===== src/rtl/regfile_wb_arbiter_pkg.sv =====
// Shared register-file geometry and the write-back payload type used by the
// arbiter, the register file and decode.
package regfile_wb_arbiter_pkg;

  localparam int unsigned NREG     = 4;
  localparam int unsigned AW       = 3;
  localparam int unsigned DW       = 16;
  localparam int unsigned NREQ_DEF = 2;

  typedef struct packed {
    logic [AW-1:0] addr;
    logic [DW-1:0] data;
  } wb_req_t;

  function automatic int unsigned idx_w(input int unsigned n);
    return (n > 1) ? $clog2(n) : 1;
  endfunction

endpackage


===== src/rtl/regfile_wb_arbiter_if.sv =====
// Write-back bus between requesters and the register-file write port arbiter.
interface regfile_wb_arbiter_if #(
  parameter int unsigned NREQ = regfile_wb_arbiter_pkg::NREQ_DEF
) ();

  logic [NREQ-1:0]                             req_valid;
  logic [NREQ-1:0]                             req_ready;
  logic [NREQ*regfile_wb_arbiter_pkg::AW-1:0]  req_addr;
  logic [NREQ*regfile_wb_arbiter_pkg::DW-1:0]  req_data;
  logic                                        wb_hold;
  logic                                        write;
  logic [regfile_wb_arbiter_pkg::AW-1:0]       wr_Addr;
  logic [regfile_wb_arbiter_pkg::DW-1:0]       wr_Data;
  logic [regfile_wb_arbiter_pkg::NREG-1:0]     pending;

  modport master (
    output req_valid, req_addr, req_data, wb_hold,
    input  req_ready, write, wr_Addr, wr_Data, pending
  );

  modport slave (
    input  req_valid, req_addr, req_data, wb_hold,
    output req_ready, write, wr_Addr, wr_Data, pending
  );

endinterface


===== src/rtl/regfile_wb_arbiter_rr.sv =====
// Round-robin arbiter: one-hot grant over i_req, search starts after the last
// granted index, which is remembered whenever a grant is issued.
module regfile_wb_arbiter_rr #(
  parameter  int unsigned NREQ = 2,
  localparam int unsigned IW   = regfile_wb_arbiter_pkg::idx_w(NREQ)
) (
  input  logic            clk,
  input  logic            rst,
  input  logic [NREQ-1:0] i_req,
  input  logic            i_en,
  output logic [NREQ-1:0] o_grant_c,
  output logic [IW-1:0]   o_gidx_c,
  output logic            o_any_c
);

  logic [IW-1:0] r_ptr;
  logic [IW-1:0] w_idx;
  logic          w_found;

  always_comb begin
    o_grant_c = '0;
    o_gidx_c  = '0;
    w_idx     = '0;
    w_found   = 1'b0;
    for (int k = 1; k <= int'(NREQ); k++) begin
      w_idx = IW'((int'(r_ptr) + k) % int'(NREQ));
      if (!w_found && i_en && i_req[w_idx]) begin
        w_found          = 1'b1;
        o_grant_c[w_idx] = 1'b1;
        o_gidx_c         = w_idx;
      end
    end
    o_any_c = w_found;
  end

  // Reset points at the last index so requester 0 is searched first.
  always_ff @(posedge clk) begin
    if (rst) begin
      r_ptr <= IW'(NREQ - 1);
    end else if (o_any_c) begin
      r_ptr <= o_gidx_c;
    end
  end

endmodule


===== src/rtl/regfile_wb_arbiter.sv =====
// Shares the register-file write port between NREQ write-back sources through
// per-source one-entry buffers, round-robin grant and a registered write stage.
module regfile_wb_arbiter
  import regfile_wb_arbiter_pkg::*;
#(
  parameter int unsigned NREQ = NREQ_DEF
) (
  input logic                 clk,
  input logic                 rst,
  regfile_wb_arbiter_if.slave bus
);

  localparam int unsigned IW = idx_w(NREQ);

  wb_req_t         r_buf [NREQ];
  logic [NREQ-1:0] r_full;
  logic            r_write;
  logic [AW-1:0]   r_wr_addr;
  logic [DW-1:0]   r_wr_data;

  logic [NREQ-1:0] w_grant;
  logic [NREQ-1:0] w_conflict;
  logic [NREQ-1:0] w_ready;
  logic [NREQ-1:0] w_accept;
  logic [IW-1:0]   w_gidx;
  logic            w_any;
  logic [NREG-1:0] w_pending;

  regfile_wb_arbiter_rr #(.NREQ(NREQ)) u_rr (
    .clk       (clk),
    .rst       (rst),
    .i_req     (r_full),
    .i_en      (~bus.wb_hold),
    .o_grant_c (w_grant),
    .o_gidx_c  (w_gidx),
    .o_any_c   (w_any)
  );

  // A source may not queue a second write to a register that another buffer
  // still holds, which keeps per-register write order equal to accept order.
  always_comb begin
    w_conflict = '0;
    for (int i = 0; i < int'(NREQ); i++) begin
      for (int j = 0; j < int'(NREQ); j++) begin
        if (j != i && r_full[j] && !w_grant[j] &&
            r_buf[j].addr == bus.req_addr[i*AW +: AW]) begin
          w_conflict[i] = 1'b1;
        end
      end
    end
  end

  assign w_ready  = (~r_full | w_grant) & ~w_conflict & {NREQ{~rst}};
  assign w_accept = bus.req_valid & w_ready;

  always_ff @(posedge clk) begin
    if (rst) begin
      r_full <= '0;
      for (int i = 0; i < int'(NREQ); i++) begin
        r_buf[i] <= '0;
      end
    end else begin
      for (int i = 0; i < int'(NREQ); i++) begin
        if (w_accept[i]) begin
          r_full[i] <= 1'b1;
          r_buf[i]  <= wb_req_t'{addr: bus.req_addr[i*AW +: AW],
                                 data: bus.req_data[i*DW +: DW]};
        end else if (w_grant[i]) begin
          r_full[i] <= 1'b0;
        end
      end
    end
  end

  always_ff @(posedge clk) begin
    if (rst) begin
      r_write   <= 1'b0;
      r_wr_addr <= '0;
      r_wr_data <= '0;
    end else if (w_any) begin
      r_write   <= 1'b1;
      r_wr_addr <= r_buf[w_gidx].addr;
      r_wr_data <= r_buf[w_gidx].data;
    end else begin
      r_write   <= 1'b0;
    end
  end

  // Addresses at or above NREG have no pending bit.
  always_comb begin
    w_pending = '0;
    for (int r = 0; r < int'(NREG); r++) begin
      if (r_write && r_wr_addr == AW'(r)) begin
        w_pending[r] = 1'b1;
      end
      for (int i = 0; i < int'(NREQ); i++) begin
        if (r_full[i] && r_buf[i].addr == AW'(r)) begin
          w_pending[r] = 1'b1;
        end
      end
    end
  end

  assign bus.req_ready = w_ready;
  assign bus.write     = r_write;
  assign bus.wr_Addr   = r_wr_addr;
  assign bus.wr_Data   = r_wr_data;
  assign bus.pending   = w_pending;

endmodule


===== src/flat_wrapper.sv =====
// flat-port wrapper written by rule: the top's interface ports become plain ports
module regfile_wb_arbiter_flat import regfile_wb_arbiter_pkg::*;
#(
  parameter int unsigned NREQ = NREQ_DEF
)
  (clk, rst, bus_req_valid, bus_req_addr, bus_req_data, bus_wb_hold, bus_req_ready, bus_write, bus_wr_Addr, bus_wr_Data, bus_pending);
  regfile_wb_arbiter_if #(.NREQ(NREQ)) bus_i ();
  input logic clk;
  input logic rst;
  input wire logic [$bits(bus_i.req_valid)-1:0] bus_req_valid;
  input wire logic [$bits(bus_i.req_addr)-1:0] bus_req_addr;
  input wire logic [$bits(bus_i.req_data)-1:0] bus_req_data;
  input wire logic [$bits(bus_i.wb_hold)-1:0] bus_wb_hold;
  output wire logic [$bits(bus_i.req_ready)-1:0] bus_req_ready;
  output wire logic [$bits(bus_i.write)-1:0] bus_write;
  output wire logic [$bits(bus_i.wr_Addr)-1:0] bus_wr_Addr;
  output wire logic [$bits(bus_i.wr_Data)-1:0] bus_wr_Data;
  output wire logic [$bits(bus_i.pending)-1:0] bus_pending;
  assign bus_i.req_valid = bus_req_valid;
  assign bus_i.req_addr = bus_req_addr;
  assign bus_i.req_data = bus_req_data;
  assign bus_i.wb_hold = bus_wb_hold;
  assign bus_req_ready = bus_i.req_ready;
  assign bus_write = bus_i.write;
  assign bus_wr_Addr = bus_i.wr_Addr;
  assign bus_wr_Data = bus_i.wr_Data;
  assign bus_pending = bus_i.pending;
  regfile_wb_arbiter #(.NREQ(NREQ)) u_core (.clk(clk), .rst(rst), .bus(bus_i));
endmodule

===== config.mk =====
export PLATFORM = sky130hd
export DESIGN_NAME = regfile_wb_arbiter_flat
export DESIGN_NICKNAME = d
export VERILOG_FILES = /design/src/rtl/regfile_wb_arbiter_pkg.sv /design/src/rtl/regfile_wb_arbiter_if.sv /design/src/rtl/regfile_wb_arbiter_rr.sv /design/src/rtl/regfile_wb_arbiter.sv /design/src/flat_wrapper.sv
export SDC_FILE = /design/constraint.sdc
export NUM_CORES = 1
export LEC_CHECK = 0
export BUFFER_PORTS_ARGS = -buffer_cell sky130_fd_sc_hd__buf_4
export CAP_MARGIN = 30
export CORE_UTILIZATION = 40
export CTS_BUF_LIST = sky130_fd_sc_hd__clkbuf_4
export DETAILED_ROUTE_END_ITERATION = 16
export PLACE_DENSITY = 0.69
export SLEW_MARGIN = 5
export SYNTH_ARGS = -nofsm -noshare
export SYNTH_HDL_FRONTEND = slang
export SYNTH_SLANG_ARGS = --single-unit

===== constraint.sdc =====
create_clock -name clk -period 2.5 [get_ports clk]
set_input_delay 0.375 -clock clk [delete_from_list [all_inputs] [get_ports clk]]
set_output_delay 0.375 -clock clk [all_outputs]
set_load 0.01 [all_outputs]

# After elaboration in Yosys (flattened, before gate mapping)
# Memory sizes are Yosys's and may differ from the RTL's. A register that Yosys moved wholly into a read port is not among the register bits.
# Index checks and enable logic that the tools add are counted.
word_totals:
  output_inout_bits: 26
  wordCells: 105
  mem_bits_ro: 0
  ramBits: 38
  memories: 1
  latchBits: 0
  ff_bits: 4
memory_table:
  columns: ["memory", "depth", "width", "read_ports", "rd_clocked_by_memory_dff", "wr", "line_no", "text"]
  rows:
  - ["u_core.r_buf", 2, 19, 3, 1, 2, "regfile_wb_arbiter.sv:15", "wb_req_t r_buf [NREQ];"]
classes:
  div_mod_pow: 0
  mux: 43
  addsub: 2
  mul: 0
  eq_ne: 11
  bitwise: 11
  reduce_logical: 29
  n_lt_le_gt_ge: 4
  shifts: 0
ops:
  columns: ["cell", "n"]
  rows:
  - ["2-to-1 mux 19 bit", 2]
  - ["2-to-1 mux 1 bit", 37]
  - ["logical AND 1 bit", 21]
  - ["equality test 3 x 2 -> 1 bit (second input constant)", 6]
  - ["equality test 3 x 1 -> 1 bit (second input constant)", 3]
  - ["zero test 3 bit", 3]
  - ["bitwise AND 2 bit", 3]
  - ["equality test 3 bit", 2]
  - ["less-than comparator 1 x 2 -> 1 bit (second input constant)", 2]
  - ["2-to-1 mux 2 bit", 2]
  - ["NOT 2 bit", 2]
  - ["OR 2 bit", 2]
  - ["nonzero test 2 bit", 2]
  - ["zero test 1 bit", 3]
  - ["adder 1 bit (second input constant)", 2]
  - ["demux 1 bit (select 1 bit)", 2]
  - ["greater-or-equal comparator 1 bit (second input constant)", 2]
  - ["NOT 1 bit", 2]
  - ["OR 1 bit", 2]

# Depth between registers and ports, before layout
# Gate-level depths: netlist of run 1.
logic_depth:
  ltp_word: 21
  mapped_depth: 7

# By module
# Synthesis of run 1 repeated with hierarchy kept, for this count alone.
hier_totals:
  hier_cells: 222
  area_unflattened_um2: 2870.3
modules_own_cells:
  columns: ["mod", "seq_area_each_um2", "n_inst", "cells_each", "area_per_inst_um2"]
  rows:
  - ["regfile_wb_arbiter", 1581.5, 1, 212, 2798.9]
  - ["regfile_wb_arbiter_rr", 20.0, 1, 10, 71.3]

# Worst setup path after synthesis of run 1
# No wires, ideal clock.
synth_path:
  kind: "reg-to-reg"
  start: "register u_core.r_full[1]"
  end: "memory u_core.r_buf[1][0] (netlist name) (enable)"
  synth_period_minus_slack_ns: 1.978
  stages_incl_launch_ff: 7
  path_slack_ns: 0.522
  setup_time_ns: 0.386
  t_arrival_ns: 1.592
  path_cell_list: "dfxtp_1 -> buf_4 -> and2b_1 -> o21ai_4 -> o41ai_4 -> buf_4 -> nand2_1"
synth_lines:
  columns: ["item", "line_no", "text"]
  rows:
  - ["start: declaration", "regfile_wb_arbiter.sv:16", "logic [NREQ-1:0] r_full;"]
  - ["start signal: assignment", "regfile_wb_arbiter.sv:58", "r_full <= '0;"]
  - ["start signal: indexed assignment", "regfile_wb_arbiter.sv:65", "r_full[i] <= 1'b1;"]
  - ["start signal: indexed assignment", "regfile_wb_arbiter.sv:69", "r_full[i] <= 1'b0;"]
  - ["end: declaration", "regfile_wb_arbiter.sv:15", null]

==> results of run 1 <==
-- cells in the mapped netlist, drive strengths merged, types with 3 or more instances --
master and instances:
xor2 3, nand3 21, xnor2 3, edfxtp 38, nand2 26, dfxtp 23
a311oi 19, a21oi 6, nor2 22, a21boi 38, nor3b 3, buf 9
clkbuf 13
-- worst paths after layout --
| check | to | startpoint | depth (start not counted) | slack (ns) |
|---|---|---|---|---|
| max reg2reg | u_core.r_buf[1][16]$_SDFFCE_PN0P_ | u_core.r_buf[1][17]$_SDFFCE_PN0P_ | 5 | 0.61 |
| min | u_core.r_buf[0][14]$_SDFFCE_PN0P_ | bus_req_data[14] | 2 | 0.31 |
| max | bus_req_ready[1] | u_core.r_buf[0][16]$_SDFFCE_PN0P_ | 4 | 0.21 |
| min reg2reg | u_core.bus.wr_Data[3]$_SDFFE_PP0P_ | u_core.bus.wr_Data[3]$_SDFFE_PP0P_ | 2 | 0.50 |
-- final cells by class --
type | instances | area share
sequential | 61 | 0.466
clock buffer | 10 | 0.0218
timing repair buffer | 79 | 0.173
inverter | 2 | 0.00218
tap | 77 | 0.0280
clock inverter | 6 | 0.00874
multi-input combinational | 161 | 0.300
-- registers in the layout, indices dropped and copies added (netlist names) --
signal / cells
u_core.bus.wr_Addr: 3
u_core.bus.write: 1
u_core.bus.wr_Data: 16
u_core.r_buf: 38
u_core.r_full: 2
u_core.u_rr.r_ptr: 1
-- worst max-delay path: stages (launching register included) --
cell and delay [ns]:
edfxtp_1 0.48, xor2_1 0.23, or4_1 0.50, and3_1 0.19
buf_4 0.14
-- metrics by stage --
step	setup WS, ns	power [µW]	hold slack, ns	instances	instance area, µm²
6_report	0.210	2080	0.313	396	3440
2_1_floorplan	0.522	1400	0.475	246	2730
3_3_place_gp	0.640	1540	0.486	380	3330
5_1_grt	0.103	2190	0.295	396	3440
3_5_place_dp	0.622	1550	0.494	380	3330
4_1_cts	0.177	2100	0.289	396	3440
-- power breakdown --
group          total [µW]  internal [µW]  switching [µW]
sequential           1200           1160            44.1
combinational         321            154             168
clock                 550            204             346
total                2080           1520             557
-- kinds of logic after synthesis --
kind of cell / count (synthesis)
AND/OR/NAND/NOR: 82
AO/OA/AOI/OAI: 73
flip-flops: 61
buffers and inverters: 24
XOR/XNOR: 6
-- routing by layer --
| layer | up-vias | wire [µm] | track usage |
|---|---|---|---|
| met5 | - | 0 | 0 |
| met4 | 0 | 117 | 0.106 |
| met3 | 8 | 229 | 0.0364 |
| met2 | 52 | 3110 | 0.300 |
| met1 | 986 | 2740 | 0.235 |
| li1 | 1051 | - | - |
==> impl_metrics.csv, run 1 <==
group,metric,value,unit
power_and_ir_drop,p_per_area,604,nW/µm²
sta,min_period,2.29,ns
logic_synthesis,avgSynthCellArea,11.1,µm²
logic_synthesis,synth_flop_cell,"edfxtp_1",
detailed_routing,drtPass1Iterations,12,
sta,fmax,0.437,GHz
layout,n_fill_cell,592,
logic_synthesis,synth_xor_area_frac,0.0192,
cts,cts_resized,0,
layout,area_growth,25.8,%
layout,multi_input_area,1030,µm²
cts,clk_root_buffer_cell,"clkbuf_4",
logic_synthesis,synthSimpleGateAreaFrac,0.139,
global_route,grt_max_degree,39,
logic_synthesis,synth_top_cell_area_share,0.418,
logic_synthesis,synth_adder_area_share,0,
floorplan,die_h,84.6,µm
sta,rsz0062_at_grt,"false",
logic_synthesis,ys_warn_count,0,
placement,hpwl,4.33,mm
logic_synthesis,synth_cells,246,
cts,cts_tree,"done",
logic_synthesis,yosys_register_bits,61,
power_and_ir_drop,p_leak,0.00136,µW
worst_setup_path,critPathMaxFanout,5,
sta,fin_worst_skew,0.0116,ns
placement,gp_congestion,0.954,
logic_synthesis,synth_compound_area_frac,0.215,
global_route,grt_pass1_vias,2035,
hold_path,hp-class,"in -> reg",
cts,cts_max_path_buffers,2,
detailed_routing,wl,6.20,mm
worst_setup_path,crit_required,2.12,ns
detailed_routing,ant_nets,0,
floorplan,die_area,7160,µm²
layout,drive_above_1_share,0.310,
detailed_routing,wl_per_cell,15.7,µm
logic_synthesis,syn_nets,289,
floorplan,core_area,6460,µm²
cts,cts.sinks,61,
logic_synthesis,ys_top_cells_by_area,"edfxtp_1, dfxtp_1, a21boi_0",
worst_setup_path,arrival,1.92,ns
layout,final_cell_mix,"buf_4, edfxtp_1, a21boi_0, nand2_1, dfxtp_1",
sta,report.final.setup_viol,0,
logic_synthesis,yosysUniqueCellTypes,36,
layout,layout.core_utilization,0.532,
logic_synthesis,async_reset_ff_frac,0,
logic_synthesis,ys_seq_area_frac,0.587,
global_route,grt_antenna_before_repair,0,
floorplan,io_pins,69,
placement,port_buffers,68,
logic_synthesis,netlist_area,2730,µm²
logic_synthesis,synth_top_family_by_area,"compound AO/OA/AOI/OAI gates",
worst_setup_path,critPathLaunchType,"flip-flop",
sta,slew_headroom,0.510,
cts,holdBufCountCts,0,
logic_synthesis,synth_edf_count,38,
detailed_routing,drcViolationCount,0,
layout,regArea,1600,µm²
cts,cts_inserted_buffers,9,
worst_setup_path,worstSetupPathType,"reg -> out",
floorplan,chipWidth,84.6,µm
cts,postCtsSetupBuffers,0,
sta,worst_slew_pin_slew,0.733,ns
sta,hold_viol,0,
cts,clk_latency,0.39,ns
layout,antenna_cells,0,
layout,mostFrequentLayoutCell,"buf_4",
layout,nNetsFinal,357,
global_route,grt_first_pass_wirelength,10.1,mm
global_route,grt-ovfl-total,0,
sta,finalCritPeriodShare,0.916,
detailed_routing,vias_per_cell,5.30,
global_route,grt_use_total,0.186,
detailed_routing,vias,2097,
run,cap_violations,0,
sta,setup-tns-final,0,ns
cts,htree_levels,3,
logic_synthesis,yosysTopAreaCell,"edfxtp_1",
status,outcome,"completed",
floorplan,start_util,0.423,
sta,slew_viol_final,0,
cts,clkTransAtPathRegs,0.10,ns
detailed_routing,drtIter0Drc,144,
worst_setup_path,end_kind,"primary output",
power_and_ir_drop,max-vdd-ir-drop,0.353,mV
logic_synthesis,synth_mux_area_frac,0,
floorplan,rows,29,
Note: power is estimated with default switching activity, not from simulation.
==> run 2: changes to the inputs <==
- ABC_AREA: unset -> 1
==> run 2 against run 1 <==
  * Worst setup slack improved by 0.35 ns
  * Core utilization fell by 0.74 points
  * Via count grew 9.7%
  * Clock power increased by 33%
  * Non-clock buffer count shrank 2
  * Total power grew 8.8%
  * Sequential power about the same
  * Synthesized cell count grew 29%
  * Die area increased by 3.7%
  * Global-route usage decreased by 0.80 points
  * Sequential share of layout area is 1.9 points lower
  * Synthesized area grew 3.8%
==> impl_metrics.csv, run 2 <==
group,metric,value,unit
logic_synthesis,netlist_area,2830,µm²
placement,hpwl,4.24,mm
status,outcome,"completed",
logic_synthesis,yosys.cell_count.top_type,"inv_1",
detailed_routing,wl_per_cell,12.2,µm
logic_synthesis,synth_top_cell_area_share,0.403,
detailed_routing,vias,2301,
logic_synthesis,synth_flop_cell,"edfxtp_1",
worst_setup_path,cp_common_cell,"nand2_1",
layout,n_fill_cell,657,
sta,hold_viol,0,
worst_setup_path,critical-path-max-stage-delay,0.46,ns
logic_synthesis,yosysTopAreaCell,"edfxtp_1",
placement,port_buffers,68,
detailed_routing,drtPass1Iterations,4,
sta,report.final.setup_viol,0,
logic_synthesis,ys_seq_area_frac,0.565,
global_route,grt-ovfl-total,0,
logic_synthesis,ys_top_cells_by_area,"edfxtp_1, dfxtp_1, inv_1",
floorplan,rows,30,
cts,clkTransAtPathRegs,0.09,ns
sta,fin_worst_skew,0.00801,ns
logic_synthesis,avgSynthCellArea,8.91,µm²
detailed_routing,vias_per_cell,4.70,
power_and_ir_drop,p_leak,0.00175,µW
floorplan,core_area,6830,µm²
detailed_routing,wl,6.00,mm
global_route,grt_first_pass_wirelength,9.98,mm
floorplan,start_util,0.415,
cts,cts_resized,0,
logic_synthesis,ys_warn_count,0,
power_and_ir_drop,p_total,2260,µW
worst_setup_path,worst-path-buf-inv,2,
layout,drive_above_1_share,0.244,
worst_setup_path,crit_required,2.12,ns
worst_setup_path,worstSetupPathType,"reg -> out",
logic_synthesis,synth_common_cells,"inv_1, nand2_1, a21oi_1",
cts,holdBufCountCts,0,
layout,multi_input_area,851,µm²
worst_setup_path,r2r_setup_slack,0.72,ns
sta,rsz0062_at_grt,"false",
sta,slew_viol_final,0,
worst_setup_path,arrival,1.56,ns
worst_setup_path,end_kind,"primary output",
placement,gp_congestion,0.814,
logic_synthesis,synth_cells,318,
layout,largest_register,"u_core.r_buf",
hold_path,hp-class,"in -> reg",
global_route,grt_max_degree,40,
global_route,grt_antenna_before_repair,0,
detailed_routing,drtIter0Drc,159,
floorplan,chipWidth,86.2,µm
worst_setup_path,path_cells,"nand2_1 > a21oi_2 > nand3_1 > nand2_1 > inv_1 > buf_4",
cts,postCtsSetupBuffers,0,
worst_setup_path,critPathTopFamily,"flip-flops",
layout,antenna_cells,0,
cts,cts_tree,"done",
layout,largest_reg_flops,38,
floorplan,die_h,86.2,µm
layout,area_growth,26.4,%
worst_setup_path,startpoint,"u_core.r_full[0]$_SDFFE_PP0P_",
sta,setup-tns-final,0,ns
detailed_routing,ant_nets,0,
logic_synthesis,async_reset_ff_frac,0,
hold_path,worstHoldStart,"rst",
layout,mostFrequentLayoutCell,"buf_4",
cts,clk_latency,0.39,ns
logic_synthesis,yosysUniqueCellTypes,17,
sta,worst_slew_pin_slew,0.418,ns
run,cap_violations,0,
logic_synthesis,syn_nets,361,
logic_synthesis,synth_edf_count,38,
sta,slew_headroom,0.720,
floorplan,die_area,7430,µm²
worst_setup_path,critPathLaunchType,"flip-flop",
floorplan,io_pins,69,
worst_setup_path,critPathMaxFanout,6,
detailed_routing,drcViolationCount,0,
worst_setup_path,crit-reg2reg-launch,"u_core.r_full[1]$_SDFFE_PP0P_",
sta,fmax,0.516,GHz
global_route,grt_use_total,0.178,
power_and_ir_drop,p_per_area,630,nW/µm²
cts,clk_root_buffer_cell,"clkbuf_4",
power_and_ir_drop,max-vdd-ir-drop,0.266,mV
layout,final_cell_mix,"buf_4, inv_1, nand2_1, a21oi_1, edfxtp_1",
worst_setup_path,slowest_stage,"dfxtp_1",
sta,finalCritPeriodShare,0.775,
layout,nNetsFinal,432,
cts,cts_inserted_buffers,9,
logic_synthesis,yosys_register_bits,61,
cts,cts_max_path_buffers,2,
global_route,grt_pass1_vias,2159,
layout,regArea,1600,µm²
cts,htree_levels,3,
sta,min_period,1.94,ns
cts,cts.sinks,61,
## run 2: changes by cell type after synthesis, moves of 8 or more
cell / delta
a311oi_1: -19
o211ai_1: +22
clkbuf_1: -8
nor2_1: -16
nand2_1: +27
nand4_1: +12
inv_1: +71
a21boi_0: -31
a21oi_1: +34
## run 2: worst reg2reg max path: cells and delay by family, from the launching register on
family / cells / cell delay, ns
flops: 1 / 0.49
buf+inv: 1 / 0.36
simple gates: 3 / 0.35
compound gates: 2 / 0.32
## run 2: final cells by class
cell class              count  area share
inverters                  76      0.0796
clock inverters             7      0.0223
well taps                  96      0.0335
repair buffers             77       0.161
clock buffers               9      0.0189
multi-input cells         164       0.237
flip-flops and latches     61       0.447
## run 2: cell families after synthesis
kind of cell / Yosys count / synth area share
buffers and inverters: 93 / 0.137
AND/OR/NAND/NOR: 96 / 0.151
AO/OA/AOI/OAI: 66 / 0.141
XOR/XNOR: 2 / 0.00618
flip-flops: 61 / 0.565
## run 2: final timing paths
path,endpoint,cells past startpoint
max,bus_req_ready[0],6
max reg2reg,u_core.r_buf[1][6]$_SDFFCE_PN0P_,6
min,u_core.r_full[0]$_SDFFE_PP0P_,2
min reg2reg,u_core.bus.wr_Data[10]$_SDFFE_PP0P_,2
## run 2: layer usage
| layer | up-vias | routed length, µm | global-route usage |
|---|---|---|---|
| li1 | 1187 | - | - |
| met1 | 1041 | 2690 | 0.228 |
| met2 | 64 | 2890 | 0.287 |
| met3 | 9 | 300 | 0.0371 |
| met4 | 0 | 110 | 0.0894 |
| met5 | - | 0 | 0 |
## run 2: power breakdown
part	internal [µW]	leakage [µW]	switching (µW)	total, µW
Sequential	1160	0.000588	42.3	1200
Combinational	147	0.00109	175	322
Clock	391	0.0000799	341	732
## run 2: per-stage QoR
| step | utilization | cells | hold WS [ns] | instance area, µm² | setup slack (ns) |
|---|---|---|---|---|---|
| 2_1_floorplan | - | 318 | 0.444 | 2830 | 0.684 |
| 3_3_place_gp | 0.503 | 474 | 0.489 | 3440 | 0.827 |
| 3_5_place_dp | 0.503 | 474 | 0.489 | 3440 | 0.774 |
| 4_1_cts | 0.525 | 490 | 0.175 | 3580 | 0.557 |
| 5_1_grt | 0.525 | 490 | 0.175 | 3580 | 0.420 |
| 6_report | 0.525 | 490 | 0.197 | 3580 | 0.563 |
